**src/rtl/sram_master_pkg.sv**
```systemverilog
// Shared types and constants for sram_master.
// The optional alignment check is enabled with `define SRAM_MASTER_ALIGN_CHECK_EN.
package sram_master_pkg;

  localparam int DEF_ADDR_W = 32;
  localparam int DEF_DATA_W = 32;

  typedef enum logic [2:0] {
    IDLE   = 3'd0,
    SETUP  = 3'd1,
    ACCESS = 3'd2,
    HOLD   = 3'd3,
    ERR    = 3'd4
  } state_t;

  // The phase counter must be able to hold the longer of the two phase lengths.
  function automatic int ctr_width(input int wait_c, input int hold_c);
    int m;
    m = (wait_c > hold_c) ? wait_c : hold_c;
    return (m < 1) ? 1 : $clog2(m + 1);
  endfunction

endpackage

```
**src/rtl/sram_phase_ctr.sv**
```systemverilog
// Loadable down-counter used to time the ACCESS and HOLD phases.
// The done output is high when the count has reached zero.
module sram_phase_ctr #(
  parameter int W = 2
) (
  input  logic         clk,
  input  logic         rst_n,
  input  logic         load,
  input  logic [W-1:0] load_val,
  output logic         done
);

  logic [W-1:0] count;

  always_ff @(posedge clk or negedge rst_n) begin
    if (!rst_n) begin
      count <= '0;
    end else if (load) begin
      count <= load_val;
    end else if (count != '0) begin
      count <= count - 1'b1;
    end
  end

  assign done = (count == '0);

endmodule

```
**src/rtl/sram_master.sv**
```systemverilog
// Single-beat load/store master driving cs/oe/we strobes of an asynchronous SRAM.
// Optional macro SRAM_MASTER_ALIGN_CHECK_EN rejects requests with addr[1:0] != 0.
module sram_master
  import sram_master_pkg::*;
#(
  parameter int ADDR_W      = DEF_ADDR_W,
  parameter int DATA_W      = DEF_DATA_W,
  parameter int WAIT_CYCLES = 2,
  parameter int HOLD_CYCLES = 1
) (
  input  logic              clk,
  input  logic              rst_n,
  input  logic              req_valid,
  output logic              req_ready,
  input  logic              req_we,
  input  logic [ADDR_W-1:0] req_addr,
  input  logic [DATA_W-1:0] req_wdata,
  output logic              rsp_valid,
  output logic [DATA_W-1:0] rsp_rdata,
  output logic              rsp_err,
  output logic              busy,
  output logic              sram_cs,
  output logic              sram_oe,
  output logic              sram_we,
  output logic [ADDR_W-1:0] sram_addr,
  output logic [DATA_W-1:0] sram_din,
  input  logic [DATA_W-1:0] sram_dout,
  output state_t            dbg_state
);

  localparam int CW = ctr_width(WAIT_CYCLES, HOLD_CYCLES);
  localparam logic [CW-1:0] WAIT_LD = CW'(WAIT_CYCLES - 1);
  localparam logic [CW-1:0] HOLD_LD = (HOLD_CYCLES > 0) ? CW'(HOLD_CYCLES - 1) : '0;

  state_t        state, state_n;
  logic          we_r;
  logic          accept, misaligned;
  logic          ctr_load, ctr_done;
  logic [CW-1:0] ctr_load_val;
  logic          rsp_fire, capture;

  // Handshake: a request transfers at a rising edge where req_valid && req_ready;
  // req_* must be stable only in that cycle. Responses are single-cycle pulses
  // with no backpressure.
  assign accept = req_valid && req_ready;

`ifdef SRAM_MASTER_ALIGN_CHECK_EN
  assign misaligned = (req_addr[1:0] != 2'b00);
`else
  assign misaligned = 1'b0;
`endif

  sram_phase_ctr #(.W(CW)) u_phase_ctr (
    .clk      (clk),
    .rst_n    (rst_n),
    .load     (ctr_load),
    .load_val (ctr_load_val),
    .done     (ctr_done)
  );

  always_comb begin
    state_n      = state;
    ctr_load     = 1'b0;
    ctr_load_val = WAIT_LD;
    case (state)
      IDLE:   if (accept) state_n = misaligned ? ERR : SETUP;
      SETUP: begin
        state_n  = ACCESS;
        ctr_load = 1'b1;
      end
      ACCESS: begin
        if (ctr_done) begin
          if (HOLD_CYCLES > 0) begin
            state_n      = HOLD;
            ctr_load     = 1'b1;
            ctr_load_val = HOLD_LD;
          end else begin
            state_n = IDLE;
          end
        end
      end
      HOLD:    if (ctr_done) state_n = IDLE;
      ERR:     state_n = IDLE;
      default: state_n = IDLE;
    endcase
  end

  assign rsp_fire  = ((state == ACCESS) || (state == HOLD)) && (state_n == IDLE);
  assign capture   = (state == ACCESS) && ctr_done && !we_r;
  assign dbg_state = state;

  // Outputs are decoded from the next state so every pin comes straight from a flop.
  always_ff @(posedge clk or negedge rst_n) begin
    if (!rst_n) begin
      state     <= IDLE;
      we_r      <= 1'b0;
      req_ready <= 1'b0;
      busy      <= 1'b0;
      rsp_valid <= 1'b0;
      rsp_err   <= 1'b0;
      rsp_rdata <= '0;
      sram_cs   <= 1'b0;
      sram_oe   <= 1'b0;
      sram_we   <= 1'b0;
      sram_addr <= '0;
      sram_din  <= '0;
    end else begin
      state     <= state_n;
      req_ready <= (state_n == IDLE);
      busy      <= (state_n != IDLE);
      sram_cs   <= (state_n == SETUP) || (state_n == ACCESS) || (state_n == HOLD);
      sram_oe   <= (state_n == ACCESS) && !we_r;
      sram_we   <= (state_n == ACCESS) && we_r;
      rsp_valid <= rsp_fire || (state_n == ERR);
      rsp_err   <= (state_n == ERR);
      if (accept) begin
        we_r <= req_we;
        if (!misaligned) begin
          sram_addr <= req_addr;
          sram_din  <= req_wdata;
        end
      end
      if (capture) begin
        rsp_rdata <= sram_dout;
      end else if ((rsp_fire && we_r) || (state_n == ERR)) begin
        rsp_rdata <= '0;
      end
    end
  end

endmodule

```
**config.mk**
```make
export PLATFORM = sky130hd
export DESIGN_NAME = sram_master
export DESIGN_NICKNAME = d
export VERILOG_FILES = /design/src/rtl/sram_master_pkg.sv /design/src/rtl/sram_phase_ctr.sv /design/src/rtl/sram_master.sv
export SDC_FILE = /design/constraint.sdc
export NUM_CORES = 1
export LEC_CHECK = 0
export ABC_AREA = 1
export CAP_MARGIN = 40
export CORE_AREA = 2 2 95 120
export DETAILED_ROUTE_END_ITERATION = 8
export DIE_AREA = 0 0 97 122
export PLACE_DENSITY = 0.78
export SYNTH_ARGS = -nofsm -noshare
export SYNTH_HDL_FRONTEND = slang
export SYNTH_HIERARCHICAL = 1
export SYNTH_SLANG_ARGS = --single-unit
```
**constraint.sdc**
```tcl
create_clock -name clk -period 1.45 [get_ports clk]
set_input_delay 0.145 -clock clk [delete_from_list [all_inputs] [get_ports clk]]
set_output_delay 0.145 -clock clk [all_outputs]
set_load 0.01 [all_outputs]
```
==> Word level (Yosys, flattened, before mapping) <==
Cells that the tools add are included.
W data, S select, Z words.
{ "totals": {"reg_bits": 109, "inputBits": 100, "out_inout_bits": 106, "elab_cells": 53} }
{ "classes": {"addsub": 1, "eq_ne": 7, "muxes": 12, "reduce_logical": 20} }
{ "op_table": {"columns": ["op", "count"], "rows": [
  ["$mux W32", 2],
  ["$eq A3 B2 Y1 const B", 4],
  ["$pmux W3 S4", 1],
  ["$mux W3", 3],
  ["$logic_and A1 B1 Y1", 7],
  ["$eq A3 B1 Y1 const B", 2],
  ["$logic_not A3 Y1", 2],
  ["$mux W2", 3],
  ["$reduce_bool A2 Y1", 3],
  ["$logic_or A1 B1 Y1", 5],
  ["$eq A3 B3 Y1 const B", 1],
  ["$reduce_bool A3 Y1", 1],
  ["$logic_not A2 Y1", 1],
  ["$mux W1", 2],
  ["$pmux W1 S2", 1],
  ["$sub A2 B1 Y2 const B", 1],
  ["$logic_not A1 Y1", 1]
]} }

==> Longest topological paths before layout <==
Gate-level depths: netlist (run 1).
{ "depth": {"depth_word": 9, "depth_mapped": 9, "depth_no_buf": 9} }

==> By module <==
The synthesis (run 1) kept the hierarchy.
{ "by_module_without_submodules": {"columns": ["mod", "n_inst", "cells_each", "area_each_um2", "seq_area_each_um2"], "rows": [
  ["sram_master", 1, 453, 4073.9, 2677.6],
  ["sram_phase_ctr", 1, 17, 120.1, 50.0]
]} }

==> Least setup slack after synthesis (run 1) <==
OpenSTA, ideal clock, no wires.
{ "synth_path": {"kind": "reg2reg", "startpoint": "register u_phase_ctr.count[0]", "endpoint": "register rsp_rdata[0]", "setup_ps": 118, "t_arrival_ps": 1240, "required_ps": 1332, "path_slack_ps": 92, "path_stages_with_launch": 9, "path_buffers": 1, "period_less_slack_ps": 1358, "path_cell_list": "dfrtp_1 inv_1 ha_1 nand4_1 inv_1 nand2_1 buf_2 nand3_1 nand2_1"} }
{ "synth_via": {"elab_chain_cells": 8, "elab_cells_between_ends": 13, "cone_classes": "1 x eq/ne; 4 x mux; 8 x reduce/logical"} }
{ "synth_rtl": {"columns": ["element", "line", "rtl"], "rows": [
  ["start: declaration", "sram_phase_ctr.sv:13", "logic [W-1:0] count;"],
  ["start signal: assignment", "sram_phase_ctr.sv:19", "count <= load_val;"],
  ["start signal: assignment", "sram_phase_ctr.sv:21", "count <= count - 1'b1;"],
  ["$logic_not A2 Y1 (*)", "sram_phase_ctr.sv:25", "assign done = (count == '0);"],
  ["via ctr_done", "sram_master.sv:38", "logic ctr_load, ctr_done;"],
  ["$mux W3, on equally long branches", "sram_master.sv:82, sram_master.sv:72", null],
  ["$pmux W3 S4", "sram_master.sv:65", "case (state)"],
  ["$logic_not A3 Y1", "sram_master.sv:88", "assign rsp_fire = ((state == ACCESS) || (state == HOLD)) && (state_n == IDLE);"],
  ["$logic_and A1 B1 Y1", "sram_master.sv:88", null],
  ["$logic_and A1 B1 Y1", "sram_master.sv:125", "end else if ((rsp_fire && we_r) || (state_n == ERR)) begin"],
  ["$logic_or A1 B1 Y1", "sram_master.sv:125", null],
  ["$reduce_bool A2 Y1 (no source line)", null, null],
  ["end signal: assignment", "sram_master.sv:124", "rsp_rdata <= sram_dout;"],
  ["end: declaration", "sram_master.sv:19", "output logic [DATA_W-1:0] rsp_rdata,"]
]} }
Mark *: on every way through the listed nets, which the timed path passes. The rest lies on a longest branch.
A chain may end at the register's enable or synchronous reset.

==> Worst setup path in the final report (run 1) <==
{ "layout_path": {"startpoint": "register sram_din[19]", "endpoint": "output port sram_din[19]"} }
{ "layout_rtl": {"columns": ["element", "line", "rtl"], "rows": [
  ["start: declaration", "sram_master.sv:26", "output logic [DATA_W-1:0] sram_din,"],
  ["start signal: assignment", "sram_master.sv:120", "sram_din <= req_wdata;"]
]} }
No word-level cell between the ends.

==> results of run 1 <==
## layer usage
metal / global-route usage / routed length [um]
met5: 0 / 0
met3: 0.04877 / 654
met2: 0.3420 / 6000
met1: 0.2255 / 4539
met4: 0.05458 / 141
## path summary, 6_finish.rpt
kind	startpoint	to	slack, ns	depth (start not counted)
worst max-delay path	sram_din[19]$_DFFE_PN0P_	sram_din[19]	0.04	1
worst min-delay path	rst_n	sram_addr[6]$_DFFE_PN0P_	0.32	2
worst max register to register	u_phase_ctr/count[0]$_DFFE_PN0P_	rsp_rdata[25]$_DFFE_PN0P_	0.08	7
worst min register to register	sram_din[0]$_DFFE_PN0P_	sram_din[0]$_DFFE_PN0P_	0.48	2
max in group asynchronous	rst_n	sram_din[14]$_DFFE_PN0P_	0.52	3
min in group clk	req_wdata[8]	sram_din[8]$_DFFE_PN0P_	0.34	3
## repair_timing
action	4_1_cts	5_1_grt
pin swaps	0	2
setup buffers	0	1
gates cloned	0	2
resized for setup	5	9
endpoints found under the setup margin	8	39
hold buffers	1	0
hold endpoints to repair	33	0
## layout by cell type, fill, tap and decap left out, drive strengths merged, types with 5 or more instances in the layout
cell / count
inv: 15
clkdlybuf4s50: 199
buf: 16
nand2: 271
dfrtp: 109
clkbuf: 13
nand3: 38
nor2: 5
## worst reg2reg max path, stage by stage, from the launching register on
cell and delay, ns:
dfrtp_1 0.38, inv_1 0.10, ha_4 0.17, buf_12 0.11, nand3_2 0.10, buf_4 0.24, nand3_1 0.10, nand2_1 0.06
## sequential cells by signal (all words and copies together) (netlist names)
| name | count |
|---|---|
| sram_we | 1 |
| req_ready | 1 |
| busy | 1 |
| rsp_rdata | 32 |
| we_r | 1 |
| dbg_state | 3 |
| u_phase_ctr/count | 2 |
| rsp_valid | 1 |
| sram_din | 32 |
| sram_cs | 1 |
| sram_oe | 1 |
| rsp_err | 1 |
| sram_addr | 32 |
## where the power goes
group / total [mW] / switching (mW) / leakage (nW) / internal [mW]
Clock: 2.43 / 1.04 / 0.143 / 1.40
Sequential: 5.13 / 0.767 / 1.32 / 4.36
Combinational: 5.81 / 2.59 / 1.91 / 3.22
Total: 13.4 / 4.39 / 3.37 / 8.98
## cells by family (layout without fill, tap and decap cells)
kind of cell               Yosys count  count (layout)  share of synthesized area
buffers and inverters               37             252                    0.04087
other                                1               3                  0.0008941
and+or+nand+nor                    319             319                     0.3013
AOI/OAI and AO/OA                    3               3                   0.003579
DFF                                109             109                     0.6504
adders and majority gates            1               1                   0.002983
## cell type report
cell class,count,area share
multi-input combinational,326,0.1936
sequential,109,0.3971
clock inverter,4,0.008012
timing repair buffer,222,0.3332
inverter,14,0.007647
tap,135,0.02458
clock buffer,12,0.03587
## stage by stage
step                      instances  hold slack, ns
after floorplan                 472         -0.1506
after global placement          802          0.1266
after detailed placement        802          0.1401
after CTS                       819          0.3115
after global routing            822          0.3339
final                           822          0.3220
==> key figures, run 1 <==
Detailed routing
  • DRT iter0 DRCs: 157
  • Final WL: 11340 um
  • Post-DR vias/cell: 4.607
  • Antenna viol nets, final: 0
  • TritonRoute pass-1 iters: 4
  • Wire per inst: 13.79 um
  • Routed via count: 3787
  • DRC violations left: 0

CTS
  • Clock Sinks: 109
  • Clock Tree Buf Depth: 2
  • Clk Latency, worst-skew pair: 0.34 ns
  • Total CTS buffers: 9
  • Clk slew on worst S/H paths: 0.07 ns
  • Clock root cell: clkbuf_16
  • H-tree levels: 3
  • CTS tree: yes

Logic synthesis
  • Cell with the most instances after synthesis: nand2_1
  • Synth Warn #: 6
  • Seq/Total Area, Yosys: 0.6504
  • Synth top area cells: dfrtp_1, nand2_1, nand3_1
  • Post-synth ARST share: 1.000
  • Most common library cells after synthesis: nand2_1, dfrtp_1, nand3_1
  • Post-synth top area cell: dfrtp_1
  • Share of the synthesized area in the top cell type: 0.6504
  • Yosys reg bits: 109
  • EDFF count, synth: 0
  • Mapped Cells: 470
  • Syn Area/Cell: 8.923 sq um
  • Distinct cells, synth: 17
  • Post-Syn Area: 4194 sq um
  • Ys flop type: dfrtp_1

Worst setup path
  • WP data arrival: 1.26 ns
  • Critical path capture point type: output port
  • Cell family with most CP delay: buffers and inverters
  • Worst path required time: 1.31 ns
  • Crit path cell chain: clkdlybuf4s50_1
  • Critical path class: reg2out
  • Crit path largest cell delay: 0.57 ns
  • Slowest CP cell: clkdlybuf4s50_1
  • Crit start category: flop
  • CP Max Fanout: 2
  • CP bufs+invs: 1

Floorplanning
  • Die Wd: 97 um
  • Initial Utilization: 0.3878
  • Core ar.: 10810 sq um
  • Io pins: 206
  • Die height: 122 um
  • Die ar.: 11830 sq um
  • Rows: 43

GRT
  • GR Overflow Total: 0
  • Pin count of the biggest net entering global routing: 67
  • Global-route wire length before repair: 18220 um
  • Vias in the first global route: 3833
  • Gr usage total: 0.1900
  • Initial antenna violation count: 0

Min path
  • Worst hold path class: in2async

Power
  • Total power: 13.37 mW
  • Leakage power: 3.375 nW
  • Power Density: 1946 nW/um^2
  • VDD IR-drop max: 0.0009654 V

STA
  • TNS Setup: 0 ns
  • Clock skew: 0.008592 ns
  • Slew Viols, Final: 0
  • Setup ws final: 0.04231 ns
  • Setup-failing EPs final: 0
  • Fmax achieved: 710.4 MHz
  • Final Cycle Share: 0.9708
  • Final-report hold violation count: 0
  • Period minus WS final: 1.408 ns

Layout
  • Fraction of layout cells with a size suffix above 1: 0.06405
  • Ant. Diodes: 0
  • Area of the multi-input gates: 1330 sq um
  • Post-route cell area: 6872 sq um
  • Sequential cell area: 2729 sq um
  • Fin nets: 783
  • Area growth, synth to finish: 63.84%
  • Fill cell count: 887
  • Core Util, Final: 0.6354

Placed design
  • Pre-CTS WS: -0.01655 ns
  • Dpl hpwl: 8287 um
  • GPL Wtd Cong: 0.8299
  • Port buffer count: 205
  • Area of placed instances: 6489 sq um

Flow run
  • Max-Cap Viols: 0

Outcome
  • Status: finished clean
No activity file was read; power rests on OpenSTA's default activity.
==> inputs of run 2 (changes only) <==
--- a/config.mk
+++ b/config.mk
@@ -5,12 +5,11 @@
 export SDC_FILE = /design/constraint.sdc
 export NUM_CORES = 1
 export LEC_CHECK = 0
-export ABC_AREA = 1
 export CAP_MARGIN = 40
-export CORE_AREA = 2 2 95 120
+export CORE_AREA = 2 2 93 118
 export DETAILED_ROUTE_END_ITERATION = 8
-export DIE_AREA = 0 0 97 122
-export PLACE_DENSITY = 0.78
+export DIE_AREA = 0 0 95 120
+export PLACE_DENSITY = 0.79
 export SYNTH_ARGS = -nofsm -noshare
 export SYNTH_HDL_FRONTEND = slang
 export SYNTH_HIERARCHICAL = 1
==> key figures, run 2 <==
Floorplanning
  • Rows: 42 (-2.3%)
  • Die height: 120 um (-1.6%)
  • Initial Utilization: 0.3906 (+0.002793)
  • Core ar.: 10350 sq um (-4.3%)
  • Die ar.: 11400 sq um (-3.7%)
  • Die Wd: 95 um (-2.1%)
  • Io pins: 206 (unchanged)

Layout
  • Commonest non-fill, non-tap cell in the layout: clkdlybuf4s50_1
  • Fill cell count: 777 (-12%)
  • Fraction of layout cells with a size suffix above 1: 0.2206 (+0.1565)
  • Largest regs: rsp_rdata: 32 flops, sram_addr: 32 flops, sram_din: 32 flops
  • Ant. Diodes: 0 (unchanged)
  • Commonest non-fill, non-tap cells in the layout: clkdlybuf4s50_1, dfrtp_1, mux2_2
  • Fin nets: 573 (-27%)
  • Final Non-Filler Cells: 608 (-26%)
  • Area growth, synth to finish: 65.97%

Worst setup path
  • Crit start category: flop
  • CP Depth: 6 (+5)
  • Cell family with most CP delay: simple AND/OR/NAND/NOR gates
  • Critical path capture point type: flop
  • Crit path largest cell delay: 0.39 ns (-0.18 ns)
  • Crit path cell chain: inv_2, ha_4, nand2_4, or3_4, buf_12, a22o_1
  • WP data arrival: 1.76 ns (+0.50 ns)
  • Slowest CP cell: dfrtp_1
  • CP bufs+invs: 2 (+1)
  • Critical path class: reg2reg
  • Worst path required time: 1.67 ns (+0.36 ns)
  • Worst reg-to-reg setup slack: -0.09 ns (-0.17 ns)
  • Reg2reg path depth: 6 (-1)
  • CP Max Fanout: 32 (+30)

CTS
  • H-tree levels: 3 (unchanged)
  • Clk Latency, worst-skew pair: 0.34 ns (about the same)
  • Clock Tree Buf Depth: 2 (unchanged)
  • CTS tree: yes
  • Clock root cell: clkbuf_16
  • Post-CTS Setup Bufs: 0 (unchanged)
  • Total CTS buffers: 9 (unchanged)
  • Clock Sinks: 109 (unchanged)
  • Clk slew on worst S/H paths: 0.07 ns (about the same)

Placed design
  • GPL Wtd Cong: 0.7213 (-13%)
  • Placed insts: 592 (-26%)
  • Port buffer count: 205 (unchanged)
  • Dpl hpwl: 7071 um (-15%)

Flow run
  • Max-Cap Viols: 0 (unchanged)

Logic synthesis
  • Mapped Cells: 255 (-46%)
  • Post-Syn Area: 4044 sq um (-3.6%)
  • Cell with the most instances after synthesis: dfrtp_1
  • Post-synth ARST share: 1.000 (unchanged)
  • Ys flop type: dfrtp_1
  • Syn Area/Cell: 15.86 sq um (+78%)
  • Synth top area cells: dfrtp_1, mux2_2, a22o_1
  • Share of the synthesized area in the top cell type: 0.6745 (+0.02415)
  • Distinct cells, synth: 25 (+8)
  • Yosys reg bits: 109 (unchanged)
  • Most common library cells after synthesis: dfrtp_1, mux2_2, a22o_1
  • Post-synth top area cell: dfrtp_1
  • EDFF count, synth: 0 (unchanged)
  • Synth Warn #: 6 (unchanged)
  • Seq/Total Area, Yosys: 0.6745 (+0.02415)

STA
  • TNS Setup: -1.883 ns (-1.883 ns)
  • Setup ws final: -0.08846 ns (-0.1308 ns)
  • Worst-margin pin slew: 0.6120 ns
  • Final-report hold violation count: 0 (unchanged)
  • Max_slew headroom: 0.5920
  • Setup-failing EPs final: 33 (+33)
  • Hold slack: 0.3714 ns (+0.04942 ns)
  • Period minus WS final: 1.538 ns (+0.1308 ns)
  • Final Cycle Share: 1.061 (+0.09019)
  • Slew Viols, Final: 0 (unchanged)
  • Clock skew: 0.008024 ns (-0.0005679 ns)
  • Fmax achieved: 650.0 MHz (-8.5%)
  • Unrepaired setup endpoints after global routing: true

Power
  • Clock share of power: 0.271 (+0.089)
  • Gate power share: 0.314 (-0.121)
  • VDD IR-drop max: 0.0006956 V (-28%)
  • Power Density: 1443 nW/um^2 (-26%)
  • Switch Pwr: 2.448 mW (-44%)
  • Sw Ratio: 0.2529 (-0.07553)
  • Leakage power: 2.865 nW (-15%)
  • Sequential group share of total power: 0.415 (+0.032)
  • Internal: 7.233 mW (-19%)

GRT
  • Pin count of the biggest net entering global routing: 110 (+64%)
  • Gr usage total: 0.1717 (-0.01831)
  • Global-route wire length before repair: 15130 um (-17%)
  • Vias in the first global route: 3134 (-18%)
  • GR Overflow Total: 0 (unchanged)
  • Initial antenna violation count: 0 (unchanged)

Detailed routing
  • Final WL: 9684 um (-15%)
  • DRC violations left: 0 (unchanged)
  • TritonRoute pass-1 iters: 4 (unchanged)
  • DRT iter0 DRCs: 78 (-50%)
  • Wire per inst: 15.93 um (+16%)
  • Post-DR vias/cell: 4.873 (+5.8%)
  • Routed via count: 2963 (-22%)
  • Antenna viol nets, final: 0 (unchanged)

Outcome
  • Status: complete, but fails checks
  • Failing checks: setup timing

Min path
  • Worst hold path class: in2async
## run 2: cell types whose count changed after synthesis, sizes merged, moves of 3 or more
cell / previous run / this run
inv: 14 / 3
buf: 16 / 11
xor2: 0 / 3
mux2: 0 / 66
nand3: 38 / 0
a22o: 0 / 32
nand2: 271 / 3
## run 2: logic make-up (layout without fill, tap and decap cells)
logic type	after synthesis	after routing	share of synthesized area
compound gates	38	38	0.07952
xor+xnor	3	3	0.006499
fa+ha+maj	1	1	0.003094
buf+inv	19	238	0.02568
flops	109	109	0.6745
mux	67	67	0.1863
other cells	1	3	0.0009273
simple gates	17	17	0.02351
## run 2: per-layer routing
metal  global-route usage  vias up  share of wire
met4              0.07971        0          0.028
li1                     -     1336              -
met5                    0        -              0
met1               0.2034     1473           0.38
met3              0.05524       23          0.088
met2               0.2810      131           0.50
## run 2: power by group through the flow
| stage | clock network (mW) | logic [mW] | registers (mW) |
|---|---|---|---|
| floorplan | 0 | 0.939 | 4.34 |
| global placement | 0 | 2.99 | 4.05 |
| detailed placement | 0 | 3.07 | 4.08 |
| CTS | 2.72 | 3.09 | 4.03 |
| global route | 2.85 | 3.25 | 4.10 |
| finish | 2.62 | 3.04 | 4.02 |
## run 2: tightest hold or removal path, stage by stage
cell           delay, ns
dlygate4sd3_1       0.52
buf_4               0.11
buf_12              0.38
## run 2: timing repair
| action | 4_1_cts | 5_1_grt |
|---|---|---|
| setup endpoints to repair | 37 | 34 |
| pin swaps | 0 | 1 |
| gates resized for setup | 7 | 1 |
| hold buffers | 1 | 0 |
| endpoints found under the hold margin | 109 | 0 |
## run 2: final cells by class
cell class	instances	area (sq um)	area share
multi-input cells	129	1256	0.1872
flip-flops and latches	109	2729	0.4066
inverters	3	11.26	0.001678
well taps	132	165.2	0.02461
clock buffers	12	256.5	0.03822
repair buffers	220	2225	0.3315
clock inverters	3	68.82	0.01025
## run 2: worst paths after layout
| check | startpoint | endpoint |
|---|---|---|
| setup / recovery | u_phase_ctr/count[1]$_DFFE_PN0P_ | rsp_rdata[1]$_DFFE_PN0P_ |
| max in group asynchronous | rst_n | dbg_state[1]$_DFF_PN0_ |
| min in group clk | sram_dout[29] | rsp_rdata[29]$_DFFE_PN0P_ |
| hold reg to reg | sram_addr[9]$_DFFE_PN0P_ | sram_addr[9]$_DFFE_PN0P_ |
| hold / removal | rst_n | sram_addr[21]$_DFFE_PN0P_ |
| setup reg to reg | u_phase_ctr/count[1]$_DFFE_PN0P_ | rsp_rdata[1]$_DFFE_PN0P_ |
## run 2: per-stage QoR
step                      setup slack, ns  cell area (sq um)    util  power, mW
after floorplan                   -0.1477               4080       -      5.281
after global placement           -0.05664               6367  0.6151      7.037
after detailed placement         -0.09488               6367  0.6151      7.147
after global routing              -0.1188               6711  0.6483      10.20
after CTS                        -0.07847               6709  0.6481      9.840
final                            -0.08846               6711  0.6483      9.682
